`config.mk`:
```
export PLATFORM = sky130hd
export DESIGN_NAME = spi_master_ctrl
export DESIGN_NICKNAME = d
export VERILOG_FILES = /design/src/rtl/spi_master_ctrl.sv
export SDC_FILE = /design/constraint.sdc
export NUM_CORES = 1
export LEC_CHECK = 0
export BUFFER_PORTS_ARGS = -buffer_cell sky130_fd_sc_hd__buf_2
export CORE_MARGIN = 4
export CORE_UTILIZATION = 25
export DETAILED_ROUTE_END_ITERATION = 10
export PLACE_DENSITY = 0.44
export SLEW_MARGIN = 20
export SYNTH_ARGS = -nofsm -noshare
export SYNTH_HDL_FRONTEND = slang
export SYNTH_SLANG_ARGS = --single-unit
```
`constraint.sdc`:
```
create_clock -name i_clk -period 1.4 [get_ports i_clk]
set_input_delay 0.28 -clock i_clk [delete_from_list [all_inputs] [get_ports i_clk]]
set_output_delay 0.28 -clock i_clk [all_outputs]
set_load 0.02 [all_outputs]
```
`src/rtl/spi_master_ctrl.sv`:
```
// SPI mode-0 master sequencer driving an external 8-bit universal shift register.
// Handles the byte handshake, SCLK/CS_n/MOSI generation, MISO sampling and the received-byte pulse.
module spi_master_ctrl #(
  parameter int CLK_DIV = 4,
  parameter int CS_GAP  = 2
) (
  input  logic       i_clk,
  input  logic       i_rst_n,
  input  logic [7:0] i_tx_data,
  input  logic       i_tx_valid,
  output logic       o_tx_ready,
  input  logic       i_hold_cs,
  output logic [7:0] o_rx_data,
  output logic       o_rx_valid,
  output logic       o_busy,
  output logic       o_sclk,
  output logic       o_cs_n,
  output logic       o_mosi,
  input  logic       i_miso,
  output logic [1:0] o_sr_mode,
  output logic       o_sr_oe_n,
  output logic [7:0] o_sr_parallel,
  output logic       o_sr_serial,
  input  logic [7:0] i_sr_parallel
);

  localparam int CMAX = (CLK_DIV > CS_GAP) ? CLK_DIV : CS_GAP;
  localparam int CW   = (CMAX > 1) ? $clog2(CMAX) : 1;
  localparam logic [CW-1:0] HALF_LAST = CW'(CLK_DIV - 1);
  localparam logic [CW-1:0] GAP_LAST  = CW'(CS_GAP - 1);

  typedef enum logic [2:0] {IDLE, LOAD, LOW, HIGH, DONE, GAP} state_t;

  state_t        state, state_nxt;
  logic [CW-1:0] cnt;
  logic [2:0]    bit_cnt;
  logic          cs_held;
  logic          half_end;
  logic          gap_end;

  assign half_end = (cnt == HALF_LAST);
  assign gap_end  = (cnt == GAP_LAST);

  always_ff @(posedge i_clk) begin
    if (!i_rst_n) begin
      state         <= IDLE;
      cnt           <= '0;
      bit_cnt       <= '0;
      cs_held       <= 1'b0;
      o_sr_parallel <= '0;
      o_sr_serial   <= 1'b0;
      o_rx_data     <= '0;
      o_rx_valid    <= 1'b0;
    end else begin
      state      <= state_nxt;
      // One counter serves both half-periods and the CS gap; it restarts on every state change.
      cnt        <= (state_nxt != state) ? '0 : cnt + CW'(1);
      o_rx_valid <= (state == DONE);
      if (state == IDLE && i_tx_valid) begin
        o_sr_parallel <= i_tx_data;
        bit_cnt       <= '0;
      end
      if (state == LOW && half_end)
        o_sr_serial <= i_miso;
      if (state == HIGH && half_end)
        bit_cnt <= bit_cnt + 3'd1;
      if (state == DONE) begin
        o_rx_data <= i_sr_parallel;
        cs_held   <= i_hold_cs;
      end
    end
  end

  always_comb begin
    state_nxt  = state;
    o_tx_ready = 1'b0;
    o_busy     = 1'b1;
    o_sclk     = 1'b0;
    o_cs_n     = 1'b0;
    o_mosi     = 1'b0;
    o_sr_mode  = 2'b00;
    o_sr_oe_n  = 1'b0;
    case (state)
      IDLE: begin
        o_tx_ready = i_rst_n;
        o_busy     = 1'b0;
        o_sr_oe_n  = 1'b1;
        o_cs_n     = ~cs_held;
        if (i_tx_valid) state_nxt = LOAD;
      end
      LOAD: begin
        o_sr_mode = 2'b11;
        state_nxt = LOW;
      end
      LOW: begin
        o_mosi = i_sr_parallel[7];
        if (half_end) state_nxt = HIGH;
      end
      HIGH: begin
        o_sclk = 1'b1;
        o_mosi = i_sr_parallel[7];
        // The shift lands on the final HIGH cycle so MOSI stays stable for the whole high phase.
        if (half_end) begin
          o_sr_mode = 2'b10;
          state_nxt = (bit_cnt == 3'd7) ? DONE : LOW;
        end
      end
      DONE: begin
        state_nxt = i_hold_cs ? IDLE : GAP;
      end
      GAP: begin
        o_cs_n    = 1'b1;
        o_sr_oe_n = 1'b1;
        if (gap_end) state_nxt = IDLE;
      end
      default: begin
        state_nxt = IDLE;
        o_busy    = 1'b0;
        o_cs_n    = 1'b1;
        o_sr_oe_n = 1'b1;
      end
    endcase
  end

endmodule

```
==> results.sh, run 1 <==
export IMPL_min_from="i_tx_data[7]"
export IMPL_syn2layout_area_growth_pct=60.3
export IMPL_drt_total_wl_um=3650
export IMPL_crit_required_ns=1.12
export IMPL_layout_setup_ws_ns=-0.245
export IMPL_status="finished, violations left"
export IMPL_sequentialPowerShare_pct=47.7
export IMPL_clock_skew_ns=0.00678
export IMPL_yosys_area_top_type_share_pct=40.1
export IMPL_worstSetupPathType="flip-flop to primary output"
export IMPL_stdcell_count=287
export IMPL_fin_nets=246
export IMPL_synth_common_cells="dfxtp_1 (27), nand2_1 (19), mux2i_1 (12)"
export IMPL_synth_edff_count=0
export IMPL_syn_avg_cell_area_um2=9.37
export IMPL_r2r_end="cnt[1]$_SDFF_PP0_"
export IMPL_min_to="o_sr_parallel[7]$_SDFFE_PN0P_"
export IMPL_rows=26
export IMPL_power_density_nw_per_um2=787
export IMPL_globalplace_congestion=0.728
export IMPL_async_reset_ff_share_pct=0
export IMPL_post_place_ws_ns=-0.0978
export IMPL_fin_crit_sh_pct=118
export IMPL_n_antenna_cell=0
export IMPL_drv_cap=0
export IMPL_violations="negative setup slack"
export IMPL_die_area_um2=6630
export IMPL_netlist_area_um2=1350
export IMPL_yosys_warnings=0
export IMPL_crit_slowest_cell="or4_4"
export IMPL_hp_class="primary input to flip-flop"
export IMPL_slew_headroom_pct=82.8
export IMPL_cts_sinks=27
export IMPL_rsz0062_at_grt="yes"
export IMPL_grt_pass1_vias=1312
export IMPL_grt_max_degree=23
export IMPL_slowest_delay_ns=0.52
export IMPL_cp_end_kind="primary output"
export IMPL_syn_num_nets=172
export IMPL_initial_utilization_pct=26.1
export IMPL_seq_area_um2=554
export IMPL_fp_dieW_um=81.5
export IMPL_grt_usage_pct=11.6
export IMPL_crit_buf_inv=1
export IMPL_cts_tree="done"
export IMPL_finalMaxSlewViolations=0
export IMPL_grt_ovfl_total=0
export IMPL_post_route_min_period_ns=1.65
export IMPL_worstSkewPairLatency_ns=0.28
export IMPL_grt_pass1_wl_um=6020
export IMPL_startpoint_type="flip-flop"
export IMPL_max_vdd_ir_drop_mv=0.329
export IMPL_cp_cell_sequence="or4_4 > o21ai_4 > buf_6"
export IMPL_yosys_cell_count_top_type="dfxtp_1"
export IMPL_h_tree_depth=1
export IMPL_combinationalPowerShare_pct=24.8
export IMPL_yosys_area_top_type="dfxtp_1"
export IMPL_clkPwrFrac_pct=27.5
export IMPL_worstReg2RegStart="state[1]$_SDFF_PN0_"
export IMPL_port_buffers=46
export IMPL_cts_buffers=3
export IMPL_chipHeight_um=81.5
export IMPL_drt_iter0_drc=31
export IMPL_ant_nets=0
export IMPL_coreArea_um2=5170
export IMPL_setup_viol=26
export IMPL_cp_data_arrival_time_ns=1.37
export IMPL_place_hpwl_um=2750
export IMPL_intPower_w=0.00121
export IMPL_firstDrtPassIters=4
export IMPL_r2r_slack_ns=-0.14
export IMPL_ys_types=37
export IMPL_crit_family="simple AND/OR/NAND/NOR gates"
export IMPL_worst_slew_pin_transition_ns=0.255
export IMPL_yosys_top_cells_area="dfxtp_1 (40%), mux2i_1 (8.9%), ha_1 (6.5%), a21boi_0 (6.1%), nand2_1 (5.3%)"
export IMPL_post_route_cells_drive_above_1_share_pct=51.2
export IMPL_p_switching_w=0.000494
export IMPL_p_leak_nw=0.924
export IMPL_hold_path_depth=3
export IMPL_p_sw_share_pct=29.0
export IMPL_place_inst=274
export IMPL_via_count=1256
export IMPL_hold_viol_final=0
export IMPL_reg2regPathDepth=6
export IMPL_synth_flop_cell="dfxtp_1"
export IMPL_postCtsHoldBufs=0
export IMPL_antenna_found_initial=0
export IMPL_fillerInstances=497
export IMPL_drc=0
export IMPL_synth_seq_cells=27
export IMPL_root_buffer="clkbuf_8"
export IMPL_seq_area_frac_synth_pct=40.1
export IMPL_avgViaCountPerCell=4.38
export IMPL_synthCells=144
export IMPL_wl_per_cell_um=12.7
export IMPL_cts_buffer_depth=2
export IMPL_multiInputGateArea_um2=892
export IMPL_pin_count=47
export IMPL_path_max_fanout=3
export IMPL_path_clk_slew_ns=0.10
export IMPL_max_freq_mhz=608
## per-layer routing
layer | vias up | share of wire (%) | global-route usage, %
li1 | 655 | - | -
met1 | 566 | 45 | 14.0
met2 | 33 | 50 | 21.0
met3 | 2 | 4.5 | 2.19
met4 | 0 | 0.52 | 3.04
met5 | - | 0 | 0
## cell type report
| cell class | instances | area share [%] |
|---|---|---|
| Multi-Input combinational cell | 105 | 41.3 |
| Timing Repair Buffer | 78 | 26.2 |
| Clock inverter | 1 | 0.347 |
| Inverter | 3 | 0.637 |
| Tap cell | 70 | 4.05 |
| Sequential cell | 27 | 25.6 |
| Clock buffer | 3 | 1.91 |
## power by group through the flow
| stage | logic [W] | clock network [W] | registers, W |
|---|---|---|---|
| 6_report | 0.000422 | 0.000469 | 0.000811 |
| 5_1_grt | 0.000458 | 0.000533 | 0.000815 |
| 4_1_cts | 0.000419 | 0.000500 | 0.000811 |
| 3_5_place_dp | 0.000342 | 0 | 0.000834 |
| 3_3_place_gp | 0.000337 | 0 | 0.000832 |
| 2_1_floorplan | 0.000198 | 0 | 0.000847 |
## metrics by stage
step / setup TNS [ns] / area, µm² / hold WS [ns] / util [%] / total power, W
2_1_floorplan: -0.105 / 1420 / 0.415 / - / 0.00105
6_report: -2.71 / 2160 / 0.224 / 41.8 / 0.00170
3_5_place_dp: -0.507 / 1860 / 0.451 / 36.0 / 0.00118
4_1_cts: -2.67 / 2100 / 0.217 / 40.6 / 0.00173
5_1_grt: -4.76 / 2160 / 0.236 / 41.8 / 0.00181
3_3_place_gp: -0.165 / 1860 / 0.442 / 36.0 / 0.00117
## placed cells by master, fill, tap and decap left out, drive strengths merged, types with 3 or more instances in the layout
cell | synthesis | routed
nor2b | 11 | 11
a21oi | 3 | 3
mux2i | 12 | 12
buf | 5 | 78
nand2b | 3 | 3
nor2 | 4 | 4
ha | 7 | 7
and3 | 3 | 3
and2 | 3 | 3
o21ai | 3 | 3
a21boi | 12 | 12
inv | 3 | 3
nand2 | 19 | 19
clkbuf | 4 | 3
nand4b | 3 | 3
dfxtp | 27 | 27
## how the worst max path moves through the flow
stage / start / end / slack [ns] / cells past startpoint
final: state[0]$_SDFF_PN0_ / o_cs_n / -0.25 / 3
after global routing: state[0]$_SDFF_PN0_ / o_cs_n / -0.29 / 3
after CTS: state[0]$_SDFF_PN0_ / o_cs_n / -0.26 / 3
after detailed placement: cnt[0]$_SDFF_PP0_ / cnt[1]$_SDFF_PP0_ / -0.1 / 4
after global placement: state[2]$_SDFF_PN0_ / cnt[0]$_SDFF_PP0_ / -0.05 / 4
after floorplan: state[0]$_SDFF_PN0_ / o_cs_n / -0.05 / 4
## tightest hold or removal path: stages
cell and delay [ns]:
buf_2 0.10, nand2_1 0.04, a21boi_1 0.05
## sequential cells by signal (all words and copies together), names as in the netlist
name           flops
cs_held            1
o_rx_data          8
state              3
o_rx_valid         1
o_sr_serial        1
cnt                2
bit_cnt            3
o_sr_parallel      8
## logic make-up after synthesis
logic type                 count (synthesis)  synth area share, %
AOI/OAI and AO/OA                         23                 12.2
adders and majority gates                  7                 6.49
buffers and inverters                     12                 4.45
DFF                                       27                 40.1
muxes                                     12                 8.91
and+or+nand+nor                           63                 27.9
## timing repair
item | 4_1_cts | 5_1_grt
gates resized for setup | 45 | 10
setup endpoints to repair | 21 | 26
pin swaps | 7 | 1
setup buffers | 5 | 4
Note: power is estimated with default switching activity, not from simulation.
==> run 2: changes to the inputs <==
Settings changed: PLACE_DENSITY 0.44 to 0.55.
==> run 2 against run 1 <==
The flow still finishes with violations (negative setup slack). Sequential power is essentially flat. Core utilization is 3.8 points higher. Setup slack got worse by 0.017 ns. Count of clock-buffer cells in the layout is the same. Critical path depth rose by 1. Largest cell class unchanged.
==> results.sh, run 2 (synthesized netlist as in run 1, its figures left out) <==
export IMPL_grt_max_degree=22
export IMPL_avgViaCountPerCell=4.34
export IMPL_syn2layout_area_growth_pct=74.9
export IMPL_pin_count=47
export IMPL_finalMaxSlewViolations=0
export IMPL_startpoint_type="flip-flop"
export IMPL_postCtsHoldBufs=0
export IMPL_drt_iter0_drc=33
export IMPL_root_buffer="clkbuf_8"
export IMPL_cts_sinks=27
export IMPL_coreArea_um2=5170
export IMPL_cts_buffer_depth=2
export IMPL_post_route_min_period_ns=1.66
export IMPL_power_total_w=0.00176
export IMPL_ant_nets=0
export IMPL_n_antenna_cell=0
export IMPL_place_hpwl_um=2650
export IMPL_antenna_found_initial=0
export IMPL_slew_headroom_pct=82.1
export IMPL_post_route_cells_drive_above_1_share_pct=57.5
export IMPL_path_max_fanout=4
export IMPL_mostFrequentLayoutCell="buf_2"
export IMPL_clock_skew_ns=0.00255
export IMPL_wl_met2_um=2070
export IMPL_placedInstanceArea_um2=1880
export IMPL_worstSkewPairLatency_ns=0.27
export IMPL_layout_common_cells="buf_2 (38), buf_4 (30), dfxtp_1 (22)"
export IMPL_fin_area_um2=2360
export IMPL_max_freq_mhz=601
export IMPL_rows=26
export IMPL_r2r_slack_ns=-0.14
export IMPL_hp_class="primary input to flip-flop"
export IMPL_drv_cap=0
export IMPL_fp_dieW_um=81.5
export IMPL_crit_slowest_cell="or4_4"
export IMPL_fillerInstances=486
export IMPL_p_leak_nw=1.02
export IMPL_globalplace_congestion=0.749
export IMPL_worst_slew_pin_transition_ns=0.269
export IMPL_stdcell_count=298
export IMPL_grt_pass1_vias=1350
export IMPL_die_area_um2=6630
export IMPL_worstSetupPathType="flip-flop to primary output"
export IMPL_place_inst=278
export IMPL_drt_met1_wl_um=1560
export IMPL_crit_path_start="state[2]$_SDFF_PN0_"
export IMPL_largestRegisters="o_rx_data: 8 flops, o_sr_parallel: 8 flops"
export IMPL_wl_met3_um=170
export IMPL_drc=0
export IMPL_r2r_end="cnt[0]$_SDFF_PP0_"
export IMPL_reg2regPathDepth=5
export IMPL_rsz0062_at_grt="yes"
export IMPL_grt_usage_pct=12.3
export IMPL_layout_setup_ws_ns=-0.263
export IMPL_violations="negative setup slack"
export IMPL_initial_utilization_pct=26.1
export IMPL_power_density_nw_per_um2=747
export IMPL_cts_tree="done"
export IMPL_firstDrtPassIters=4
export IMPL_dr_max_layer_used="met4"
export IMPL_drt_total_wl_um=3820
export IMPL_cp_cell_sequence="buf_4 > or4_4 > o21ai_4 > buf_6"
export IMPL_chipHeight_um=81.5
export IMPL_crit_end="o_cs_n"
export IMPL_fin_nets=257
export IMPL_port_buffers=46
export IMPL_hold_viol_final=0
export IMPL_grt_ovfl_total=0
export IMPL_fin_crit_sh_pct=119
export IMPL_cp_end_kind="primary output"
export IMPL_h_tree_depth=1
export IMPL_grt_pass1_wl_um=6380
export IMPL_slowest_delay_ns=0.43
export IMPL_crit_required_ns=1.12
export IMPL_wl_per_cell_um=12.8
export IMPL_max_vdd_ir_drop_mv=0.358
export IMPL_cp_data_arrival_time_ns=1.38
export IMPL_seq_area_um2=554
export IMPL_worstReg2RegStart="state[2]$_SDFF_PN0_"
export IMPL_setup_viol=33
export IMPL_cts_buffers=3
export IMPL_path_clk_slew_ns=0.09
export IMPL_via_count=1293
export IMPL_status="finished, violations left"
export IMPL_multiInputGateArea_um2=981
export IMPL_min_from="i_tx_data[4]"
## run 2: how the worst min path moves through the flow
stage                               endpoint  slack (ns)  cells after the start
2_1_floorplan  o_sr_parallel[7]$_SDFFE_PN0P_        0.41                      2
3_3_place_gp   o_sr_parallel[4]$_SDFFE_PN0P_        0.45                      2
3_5_place_dp   o_sr_parallel[7]$_SDFFE_PN0P_        0.45                      2
4_1_cts        o_sr_parallel[7]$_SDFFE_PN0P_        0.23                      3
5_1_grt        o_sr_parallel[5]$_SDFFE_PN0P_        0.23                      3
6_report       o_sr_parallel[4]$_SDFFE_PN0P_        0.23                      3
## run 2: final cells by class
| cell class | count | share of cell area, % |
|---|---|---|
| Clock buffer | 3 | 1.75 |
| Clock inverter | 1 | 0.212 |
| Inverter | 3 | 0.690 |
| Multi-Input combinational cell | 105 | 41.6 |
| Sequential cell | 27 | 23.5 |
| Tap cell | 70 | 3.71 |
| Timing Repair Buffer | 89 | 28.5 |
## run 2: metal layers
| metal | GRT usage (%) | vias to the layer above |
|---|---|---|
| met3 | 2.74 | 2 |
| met2 | 22.8 | 28 |
| met1 | 14.5 | 589 |
| li1 | - | 674 |
| met4 | 2.03 | 0 |
| met5 | 0 | - |
## run 2: where the power goes
group / total [W] / internal [W] / switching, W
sequential: 0.000811 / 0.000792 / 0.0000184
combinational: 0.000511 / 0.000272 / 0.000239
clock: 0.000440 / 0.000199 / 0.000240
total: 0.00176 / 0.00126 / 0.000498
## run 2: timing repair
item	4_1_cts	5_1_grt
pin swaps	13	8
gates resized for setup	59	24
setup endpoints to repair	24	33
buffers inserted	14	4
## run 2: critical path: cells and delay by family, from the launching register on
kind | cells | cell delay [ns]
compound gates | 1 | 0.07
buf+inv | 2 | 0.26
simple gates | 1 | 0.43
flops | 1 | 0.36
## run 2: metrics by stage
stage	util [%]	setup WS (ns)	hold WS (ns)	setup TNS, ns
6_report	45.6	-0.263	0.233	-2.90
5_1_grt	45.6	-0.306	0.230	-4.99
4_1_cts	43.3	-0.275	0.230	-2.24
3_5_place_dp	36.3	-0.0808	0.455	-0.784
3_3_place_gp	36.3	-0.0674	0.447	-0.475
2_1_floorplan	-	-0.0533	0.415	-0.105
